## config.mk

```make
export PLATFORM = sky130hd
export DESIGN_NAME = graph_key_fade_status
export DESIGN_NICKNAME = d
export VERILOG_FILES = /design/src/rtl/graph_key_fade_status.sv
export SDC_FILE = /design/constraint.sdc
export NUM_CORES = 2
export LEC_CHECK = 0
export CORE_AREA = 4 4 279 281
export DETAILED_ROUTE_END_ITERATION = 8
export DIE_AREA = 0 0 283 285
export HOLD_SLACK_MARGIN = 0.12
export PLACE_DENSITY = 0.71
export SKIP_CTS_REPAIR_TIMING = 1
export SLEW_MARGIN = 20
export SYNTH_ARGS = -nofsm -noshare
export SYNTH_HDL_FRONTEND = slang
export SYNTH_SLANG_ARGS = --single-unit
```

## constraint.sdc

```tcl
create_clock -name clk -period 6.2 [get_ports clk]
set_input_delay 0.62 -clock clk [delete_from_list [all_inputs] [get_ports clk]]
set_output_delay 0.62 -clock clk [all_outputs]
set_load 0.02 [all_outputs]
```

## src/rtl/graph_key_fade_status.sv

```systemverilog
// graph_key_fade_status
//   Per-key status store for the keyboard visualiser. Holds one instrument
//   mask per melodic key plus one drum row, per-key release fade timers,
//   the last instrument played on each key, and a self-clearing sweep that
//   runs after reset or on request. Reads go through a two-stage registered
//   pipeline that flags its result with rd_valid.
//
// Ports
//   clk, rst_n    : clock, asynchronous active-low reset
//   wr_en/wr_addr/wr_data : row write from the MIDI/track decoder
//                   (wr_addr == NUM_KEYS selects the drum row, above is ignored)
//   tick          : fade time base, one-cycle pulse per frame
//   clr           : one-cycle request for a full clear sweep
//   busy          : clear sweep in progress (writes and ticks dropped)
//   rd_en/rd_addr/rd_drum/drum_key/active_inst : lookup from the key renderer
//   rd_valid      : lookup result valid, two cycles after rd_en
//   out_active/out_inst/out_fade : decoded key status, held while rd_valid=0
module graph_key_fade_status #(
  parameter int NUM_KEYS  = 48,
  parameter int NUM_INST  = 8,
  parameter int NUM_DRUM  = 8,
  parameter int FADE_BITS = 4,
  localparam int AW = $clog2(NUM_KEYS + 1),
  localparam int IW = $clog2(NUM_INST),
  localparam int DW = $clog2(NUM_DRUM)
) (
  input  logic                 clk,
  input  logic                 rst_n,
  input  logic                 wr_en,
  input  logic [AW-1:0]        wr_addr,
  input  logic [NUM_INST-1:0]  wr_data,
  input  logic                 tick,
  input  logic                 clr,
  output logic                 busy,
  input  logic                 rd_en,
  input  logic [AW-1:0]        rd_addr,
  input  logic                 rd_drum,
  input  logic [DW-1:0]        drum_key,
  input  logic [IW-1:0]        active_inst,
  output logic                 rd_valid,
  output logic                 out_active,
  output logic [IW-1:0]        out_inst,
  output logic [FADE_BITS-1:0] out_fade
);

  localparam logic [FADE_BITS-1:0] FMAX     = {FADE_BITS{1'b1}};
  localparam logic [AW-1:0]        DRUM_ROW = AW'(NUM_KEYS);

  // Index of the lowest set bit of an instrument mask; 0 for an empty mask.
  function automatic logic [IW-1:0] lowest_bit(input logic [NUM_INST-1:0] m);
    logic [IW-1:0] r;
    r = '0;
    for (int b = NUM_INST - 1; b >= 0; b--) begin
      if (m[b]) begin
        r = IW'(b);
      end else begin
        r = r;
      end
    end
    return r;
  endfunction

  // Storage
  logic [NUM_INST-1:0]  mask_mem [0:NUM_KEYS];
  logic [NUM_KEYS-1:0]  nz_q, nz_d;
  logic [FADE_BITS-1:0] fade_q [NUM_KEYS];
  logic [FADE_BITS-1:0] fade_d [NUM_KEYS];
  logic [IW-1:0]        last_q [NUM_KEYS];
  logic [IW-1:0]        last_d [NUM_KEYS];
  logic [NUM_DRUM-1:0]  dmask_q, dmask_d;
  logic [FADE_BITS-1:0] dfade_q [NUM_DRUM];
  logic [FADE_BITS-1:0] dfade_d [NUM_DRUM];

  // Sweep control
  logic          busy_q, busy_d;
  logic [AW-1:0] idx_q, idx_d;

  logic          wr_ok_s, tick_ok_s, drum_wr_s;
  logic          mask_we_s;
  logic [AW-1:0] mask_wa_s;
  logic [NUM_INST-1:0] mask_wd_s;

  assign wr_ok_s   = wr_en & ~busy_q;
  assign tick_ok_s = tick & ~busy_q;
  assign drum_wr_s = wr_ok_s & (wr_addr == DRUM_ROW);

  // The single mask write port is shared: the sweep owns it while busy.
  assign mask_we_s = busy_q | (wr_ok_s & (wr_addr <= DRUM_ROW));
  assign mask_wa_s = busy_q ? idx_q : wr_addr;
  assign mask_wd_s = busy_q ? {NUM_INST{1'b0}} : wr_data;

  // Next-state for sweep, key flags, fade timers and drum state.
  always_comb begin
    busy_d  = busy_q;
    idx_d   = idx_q;
    nz_d    = nz_q;
    dmask_d = dmask_q;
    for (int i = 0; i < NUM_KEYS; i++) begin
      fade_d[i] = fade_q[i];
      last_d[i] = last_q[i];
    end
    for (int j = 0; j < NUM_DRUM; j++) begin
      dfade_d[j] = dfade_q[j];
    end

    if (busy_q) begin
      // One row per cycle; the drum flops go with row 0.
      if (idx_q == DRUM_ROW) begin
        busy_d = 1'b0;
        idx_d  = '0;
      end else begin
        idx_d = idx_q + AW'(1);
      end
      if (idx_q == AW'(0)) begin
        dmask_d = '0;
        for (int j = 0; j < NUM_DRUM; j++) begin
          dfade_d[j] = '0;
        end
      end else begin
        dmask_d = dmask_q;
      end
      for (int i = 0; i < NUM_KEYS; i++) begin
        if (idx_q == AW'(i)) begin
          nz_d[i]   = 1'b0;
          fade_d[i] = '0;
          last_d[i] = '0;
        end else begin
          nz_d[i] = nz_q[i];
        end
      end
    end else begin
      if (clr) begin
        busy_d = 1'b1;
        idx_d  = '0;
      end else begin
        busy_d = 1'b0;
      end

      for (int i = 0; i < NUM_KEYS; i++) begin
        if (wr_ok_s && (wr_addr == AW'(i))) begin
          nz_d[i] = |wr_data;
          if (|wr_data) begin
            fade_d[i] = FMAX;
            last_d[i] = lowest_bit(wr_data);
          end else begin
            fade_d[i] = fade_q[i];
          end
        end else begin
          nz_d[i] = nz_q[i];
        end
        // Only rows idle both before and after this cycle decay, so a
        // fresh release keeps FMAX for its first tick.
        if (tick_ok_s && !nz_d[i] && !nz_q[i] && (fade_d[i] != '0)) begin
          fade_d[i] = fade_d[i] - FADE_BITS'(1);
        end else begin
          fade_d[i] = fade_d[i];
        end
      end

      for (int j = 0; j < NUM_DRUM; j++) begin
        if (drum_wr_s) begin
          dmask_d[j] = wr_data[j];
          if (wr_data[j]) begin
            dfade_d[j] = FMAX;
          end else begin
            dfade_d[j] = dfade_q[j];
          end
        end else begin
          dmask_d[j] = dmask_q[j];
        end
        if (tick_ok_s && !dmask_d[j] && !dmask_q[j] && (dfade_d[j] != '0)) begin
          dfade_d[j] = dfade_d[j] - FADE_BITS'(1);
        end else begin
          dfade_d[j] = dfade_d[j];
        end
      end
    end
  end

  // State registers; reset leaves busy set so the sweep starts on release.
  always_ff @(posedge clk or negedge rst_n) begin
    if (!rst_n) begin
      busy_q  <= 1'b1;
      idx_q   <= '0;
      nz_q    <= '0;
      dmask_q <= '0;
      for (int i = 0; i < NUM_KEYS; i++) begin
        fade_q[i] <= '0;
        last_q[i] <= '0;
      end
      for (int j = 0; j < NUM_DRUM; j++) begin
        dfade_q[j] <= '0;
      end
    end else begin
      busy_q  <= busy_d;
      idx_q   <= idx_d;
      nz_q    <= nz_d;
      dmask_q <= dmask_d;
      for (int i = 0; i < NUM_KEYS; i++) begin
        fade_q[i] <= fade_d[i];
        last_q[i] <= last_d[i];
      end
      for (int j = 0; j < NUM_DRUM; j++) begin
        dfade_q[j] <= dfade_d[j];
      end
    end
  end

  // Mask RAM write port (no reset; the sweep initialises it).
  always_ff @(posedge clk) begin
    if (mask_we_s) begin
      mask_mem[mask_wa_s] <= mask_wd_s;
    end
  end

  // Read stage 1 registers
  logic                 s1_valid_q, s1_drum_q, s1_dbit_q;
  logic [NUM_INST-1:0]  s1_mask_q;
  logic [FADE_BITS-1:0] s1_fade_q;
  logic [IW-1:0]        s1_last_q, s1_ainst_q;
  logic                 rd_mel_ok_s;

  assign rd_mel_ok_s = (rd_addr < DRUM_ROW);

  // Stage 1: capture the addressed row (pre-write contents on a collision).
  always_ff @(posedge clk or negedge rst_n) begin
    if (!rst_n) begin
      s1_valid_q <= 1'b0;
      s1_drum_q  <= 1'b0;
      s1_dbit_q  <= 1'b0;
      s1_mask_q  <= '0;
      s1_fade_q  <= '0;
      s1_last_q  <= '0;
      s1_ainst_q <= '0;
    end else begin
      s1_valid_q <= rd_en;
      if (rd_en) begin
        s1_drum_q  <= rd_drum;
        s1_ainst_q <= active_inst;
        if (rd_drum) begin
          s1_mask_q <= '0;
          s1_last_q <= '0;
          s1_dbit_q <= dmask_q[drum_key];
          s1_fade_q <= dfade_q[drum_key];
        end else if (rd_mel_ok_s) begin
          s1_mask_q <= mask_mem[rd_addr];
          s1_last_q <= last_q[rd_addr];
          s1_dbit_q <= 1'b0;
          s1_fade_q <= fade_q[rd_addr];
        end else begin
          s1_mask_q <= '0;
          s1_last_q <= '0;
          s1_dbit_q <= 1'b0;
          s1_fade_q <= '0;
        end
      end
    end
  end

  // Stage 2 decode
  logic                 dec_active_s;
  logic [IW-1:0]        dec_inst_s;
  logic [FADE_BITS-1:0] dec_fade_s;

  // Decode the captured row into display status.
  always_comb begin
    dec_active_s = 1'b0;
    dec_inst_s   = '0;
    dec_fade_s   = '0;
    if (s1_drum_q) begin
      dec_active_s = s1_dbit_q;
      dec_inst_s   = '0;
      dec_fade_s   = s1_fade_q;
    end else begin
      dec_active_s = |s1_mask_q;
      if (dec_active_s) begin
        dec_fade_s = FMAX;
        // Prefer the renderer's instrument when it is sounding on this key.
        if ((int'(s1_ainst_q) < NUM_INST) && s1_mask_q[s1_ainst_q]) begin
          dec_inst_s = s1_ainst_q;
        end else begin
          dec_inst_s = lowest_bit(s1_mask_q);
        end
      end else begin
        dec_inst_s = s1_last_q;
        dec_fade_s = s1_fade_q;
      end
    end
  end

  logic                 rd_valid_q, out_active_q;
  logic [IW-1:0]        out_inst_q;
  logic [FADE_BITS-1:0] out_fade_q;

  // Stage 2 output registers; hold their value between results.
  always_ff @(posedge clk or negedge rst_n) begin
    if (!rst_n) begin
      rd_valid_q   <= 1'b0;
      out_active_q <= 1'b0;
      out_inst_q   <= '0;
      out_fade_q   <= '0;
    end else begin
      rd_valid_q <= s1_valid_q;
      if (s1_valid_q) begin
        out_active_q <= dec_active_s;
        out_inst_q   <= dec_inst_s;
        out_fade_q   <= dec_fade_s;
      end
    end
  end

  assign busy       = busy_q;
  assign rd_valid   = rd_valid_q;
  assign out_active = out_active_q;
  assign out_inst   = out_inst_q;
  assign out_fade   = out_fade_q;

endmodule

```

* After elaboration in Yosys (flattened, before gate mapping)
Memories as Yosys holds them, arrays and structs flattened. Index checks and enable logic that the tools add are counted.
Word-level totals: register bits after elaboration 461, bits in writable memories 392, input port bits 33, output and inout port bits 10, logic and storage cells 1456, memories 1
Operators by class: add/subtract/negate cells 57, magnitude comparators 6, equal/unequal tests 144, multiplexer cells 588, bitwise operators 8, reduce and logical (&&, ||, !) cells 486
Memories:
- mask_mem | depth 49, width 8, rd ports 1, clocked after memory_dff 0, write ports 1, line 64 | logic [NUM_INST-1:0] mask_mem [0:NUM_KEYS];
Operators with widths (count):
- 4-bit 2-to-1 mux | 280
- 3-bit 2-to-1 mux | 120
- 4-bit nonzero test | 56
- 4-bit by 1-bit subtractor with 4-bit output, second input constant | 56
- 1-bit logical AND | 216
- 6-bit == test, second input constant | 34
- 6-bit by 5-bit == test with 1-bit output, second input constant | 32
- 192-bit 2-to-1 mux | 1
- 1-bit 2-to-1 mux | 169
- 144-bit 2-to-1 mux | 1
- 3-bit AND reduction | 48
- 1-bit logical NOT | 112
- 2-bit nonzero test | 50
- 6-bit by 4-bit == test with 1-bit output, second input constant | 16
- 2-bit by 1-bit != test with 1-bit output, second input constant | 48
- 32-bit 2-to-1 mux | 2
- 6-bit by 3-bit == test with 1-bit output, second input constant | 8
- 48-bit 2-to-1 mux | 1
- 8-bit 2-to-1 mux | 5
- 4-bit binary-select mux with 6-bit select | 1
- 6-bit by 2-bit == test with 1-bit output, second input constant | 4
- 6-bit 2-to-1 mux | 4
- 3-bit binary-select mux with 6-bit select | 1
- 8-bit OR reduction | 2
- 15 further kinds | 22

* Depth between registers and ports, before layout
word-level depth 11, gate-level depth with buffers 13, gate-level depth less buffers 11

* Worst setup path before layout
No wires, ideal clock.
path kind in2reg, start in wr_addr[3], end reg dfade_q[27] in the netlist's numbering, library setup time 0.123 ns, data arrival time 3.396 ns, data required time 6.077 ns, slack 2.681 ns, stages on the path 13, buffers on the path 4, cells stage by stage clkbuf_1 or4_1 nor3_1 clkbuf_1 clkbuf_1 buf_1 a21oi_1 ha_1 a211o_1 nor4_1 o211ai_1 o21ai_0 nand2_1
Between the ends: word-level cells in the longest chain between the ends 10, elaborated cells on any way between the ends 14, those cells by class add/sub (1); eq/ne (1); mux (6); bitwise (1); reduce/logical (5)
RTL lines:
- from (decl) | line 30 | input logic [AW-1:0] wr_addr,
- 6-bit == test (*) | line 85 | assign drum_wr_s = wr_ok_s & (wr_addr == DRUM_ROW);
- 1-bit bitwise AND (*) | line 85
- branches (longest 6 deep; another with 4-bit by 1-bit subtractor with 4-bit output)
- 4-bit 2-to-1 mux (*) | line 171 | if (tick_ok_s && !dmask_d[j] && !dmask_q[j] && (dfade_d[j] != '0)) begin
- 32-bit 2-to-1 mux (*) | line 106 | if (busy_q) begin
- to (signal, indexed assignment) | line 204 | dfade_q[j] <= dfade_d[j];
- to (decl) | line 71 | logic [FADE_BITS-1:0] dfade_q [NUM_DRUM];
Every way passes the cells marked *. The select of a mux whose other input is x is not followed. A chain may end at the register's enable or synchronous reset.

* Worst setup path in the final report
start reg busy_q (netlist: busy), end reg fade_q[140] in the netlist's numbering
Between the ends: word-level cells in the longest chain between the ends 11, elaborated cells on any way between the ends 17, those cells by class add/sub (1); eq/ne (1); mux (6); bitwise (3); reduce/logical (6)
RTL lines:
- from (decl) | line 75 | logic busy_q, busy_d;
- from (signal assigned) | line 195 | busy_q <= busy_d;
- branches (longest 11 deep; another with 4-bit by 1-bit subtractor with 4-bit output)
- to (signal, indexed assignment) | line 200 | fade_q[i] <= fade_d[i];
- to (decl) | line 66 | logic [FADE_BITS-1:0] fade_q [NUM_KEYS];
Parallel ways; which one is timed is not known. The select of a mux whose other input is x is not followed.

==> results.md <==
* Detailed Route Iter0 Violations at 4103
* Origin of the worst setup path: busy
* Routed vias at 30066
* Library cell with the largest summed area after synthesis: sky130_fd_sc_hd__edfxtp_1
* Reported net switching power at 2.661 mW
* Worst setup SP type: register
* Reg2Reg Launch Point: busy
* Placed cell area at 42690 µm²
* Highest-utilization routing layer at the global route stage: met2
* Max H-tree Level at 3
* Status: complete, no violations
* Setup clock skew after layout at 0.03694 ns
* Number of standard cells after synthesis at 3292
* Switching power share of the total at 22.59%
* Synth Cell Area at 41260 µm²
* GR Overflow Total at 0
* Worst-skew pair later-pin latency at 0.69 ns
* X dimension of the die at 283 µm
* Number of global-route vias before repair at 29574
* Yosys warning total at 0
* Starting utilization of the core area at 54.69%
* Avg Cell Area, Syn at 12.53 µm²
* Placeable Area at 75440 µm²
* Most common cell in the netlist: sky130_fd_sc_hd__dfrtp_1
* Peak supply drop at 0.0002993 V
* CTS clock-pin slew for the worst setup and hold paths at 0.07 ns
* Final Wtd Congestion at 0.9843
* Filler cells at 5605
* Num rows at 101
* Setup WS post-layout at 1.785 ns
* Part of the total power dissipated in the clock network at 45.9%
* Maximum buffer depth of the clock tree at 3
* Met2 demand-to-capacity share in global routing at 44.84%
* Number of iterations in the first detailed-routing pass at 6
* Port bufs at 42
* Number of nets in the finished design at 3407
* Achievable clock frequency at 0.2265 GHz
* Total leakage power at 17.38 nW
* DIE AREA at 80660 µm²
* Number of nets with antenna violations after detailed routing at 0
* Final Util at 60.82%
* Proportion of synthesized flip-flops having asynchronous set or reset at 54.56%
* Pwr per Cell Area at 256.7 nW/µm²
* CTS Buf Count at 90
* Max-cap violations at 0
* Sequential cell fraction of total power at 50.0%
* Final Max Slew Viols at 0
* Finished layout cell area at 45880 µm²
* Global router's overall resource usage at 29.62%
* Arrival time of the worst setup path at 4.98 ns
* Ranking of synthesized cells by area: sky130_fd_sc_hd__edfxtp_1 (28%), sky130_fd_sc_hd__dfrtp_1 (28%), sky130_fd_sc_hd__mux4_2 (11%), sky130_fd_sc_hd__mux2_2 (3.5%), sky130_fd_sc_hd__nor2_1 (3.2%)
* Sequential area share after synthesis at 55.91%
* Met3 Use GR at 7.170%
* Post-route clock period utilization at 71.21%
* WL per Instance at 27.66 µm
* Most used flip-flop cell after synthesis: sky130_fd_sc_hd__dfrtp_1
* Unrepaired setup endpoints after global routing: false
* Slew HR at 17.74%
* Number of nets produced by synthesis at 3383
* Sink Count at 845
* Slew of the pin with the lowest slew margin at 1.225 ns
* Vertical die dimension at 285 µm
* WP data required at 6.77 ns
* Aggregate negative setup slack at 0 ns
* Count of flip-flops with a built-in enable after synthesis at 384
* Time the worst path needs with I/O delays and setup at 4.415 ns
* Synth cell count leaders: sky130_fd_sc_hd__dfrtp_1 (460), sky130_fd_sc_hd__edfxtp_1 (384), sky130_fd_sc_hd__nor2_1 (349)
* Cell internal pwr at 9.119 mW
* WL final at 120800 µm
* Number of synthesized register bits at 845
* Count of pins on the block boundary at 43
* Share of Yosys cell area claimed by the top area cell type at 27.95%
* Critical path class: register to register
* Largest driver fanout on the critical path at 64
* Comb power frac at 4.1%
* Post-Place Setup Slack at 1.695 ns
* Antenna violations before repair at 1
* Clock tree root buffer cell: sky130_fd_sc_hd__clkbuf_16
* TritonCTS clock tree: built
* Drt drc at 0
* Worst min-delay path startpoint: last_q[30]
* Distinct cells, synth at 68
* Kind of capture point of the worst setup path: register
* GR met1 Demand/Resource at 42.06%
* Ratio of cells with drive above 1 in the final layout at 18.02%
* Endpoints failing hold at 0
* Synth-to-layout area growth at 11.21%
* Setup Viol. Count Final at 0
* Largest net degree at the start of global routing at 179
* Class of the worst hold path: register to register
* Avg Vias per Cell at 6.886
* Detailed placer's ending HPWL at 80820 µm
* First-pass GRT wire length at 183700 µm
==> layout make-up <==
type / instances / area (µm²) / area share (%)
flip-flops and latches: 845 / 23070 / 50.28
multi-input cells: 2229 / 17390 / 37.89
clock buffers: 118 / 2447 / 5.334
clock inverters: 43 / 543.0 / 1.183
diodes: 3 / 7.507 / 0.01636
repair buffers: 95 / 998.5 / 2.176
inverters: 55 / 206.4 / 0.4499
well taps: 978 / 1224 / 2.667
==> metrics by stage <==
step	hold WS, ns	power (mW)	instances
finish	0.4843	11.78	4366
global route	0.5038	12.13	4363
CTS	-0.02997	11.83	4353
detailed placement	0.4719	6.472	4192
global placement	0.4632	6.464	4192
floorplan	0.3244	6.237	3292
==> worst paths after layout <==
check / end / slack, ns / depth (start not counted)
max reg2reg: fade_q[140] / 1.79 / 11
max: fade_q[140] / 1.79 / 11
max in group asynchronous: idx_q[3] / 4.18 / 4
min reg2reg: last_q[30] / 0.48 / 1
min: last_q[30] / 0.48 / 1
min in group asynchronous: fade_q[140] / 0.55 / 2
==> cells in the final DEF (no fill, tap or decap), drive strengths merged, types with 57 or more instances in the layout <==
cell type  Yosys  routed
edfxtp       384     384
mux4         194     194
nand2        334     334
dfrtp        460     460
buf           45      57
o211ai       123     123
nand3         90      90
clkbuf       118     118
ha            58      58
nor2         349     349
a21oi        158     158
mux2         165     165
o21ai        233     233
==> flip-flops by register name (all words and copies together), names as in the netlist, 3 cells and up <==
signal / flops
s1_last_q: 3
s1_mask_q: 8
fade_q: 192
s1_fade_q: 4
s1_ainst_q: 3
nz_q: 48
out_fade: 4
last_q: 144
dmask_q: 8
dfade_q: 32
mask_mem: 384
out_inst: 3
idx_q: 6
==> worst max-delay path, cell delays in order (launching register included) <==
cell	delay [ns]
sky130_fd_sc_hd__dfstp_4	1.14
sky130_fd_sc_hd__nand2b_1	0.33
sky130_fd_sc_hd__or3_1	0.75
sky130_fd_sc_hd__nand2b_1	0.80
sky130_fd_sc_hd__nor2_1	0.18
sky130_fd_sc_hd__nor2_1	0.16
sky130_fd_sc_hd__ha_1	0.18
sky130_fd_sc_hd__a211o_1	0.19
sky130_fd_sc_hd__inv_1	0.07
sky130_fd_sc_hd__o21ai_0	0.25
sky130_fd_sc_hd__nand2_1	0.12
sky130_fd_sc_hd__o211ai_1	0.12
==> power by group through the flow <==
stage	registers (mW)	logic (mW)	clock network [mW]
floorplan	5.99	0.244	0
global placement	5.99	0.472	0
detailed placement	5.99	0.478	0
CTS	5.88	0.480	5.47
global route	5.89	0.518	5.73
finish	5.89	0.485	5.41
==> cells by family (layout without fill, tap and decap cells) <==
| family | Yosys count | count (layout) | synth area share [%] |
|---|---|---|---|
| AOI/OAI and AO/OA | 747 | 747 | 11.51 |
| xor gates and xnor gates | 44 | 44 | 0.9340 |
| adders and majority gates | 58 | 58 | 1.759 |
| buffers and inverters | 218 | 311 | 2.195 |
| DFF | 845 | 845 | 55.91 |
| muxes | 414 | 414 | 16.63 |
| other | 0 | 3 | 0 |
| and+or+nand+nor | 966 | 966 | 11.06 |
==> routing by layer <==
layer,part of all wire (%),wire length [µm],vias to the layer above
li1,-,-,12565
met1,40,48330,15293
met2,45,54040,1849
met3,11,13420,357
met4,4.1,4955,2
met5,0.011,13,-
Note: power is estimated with default switching activity, not from simulation.
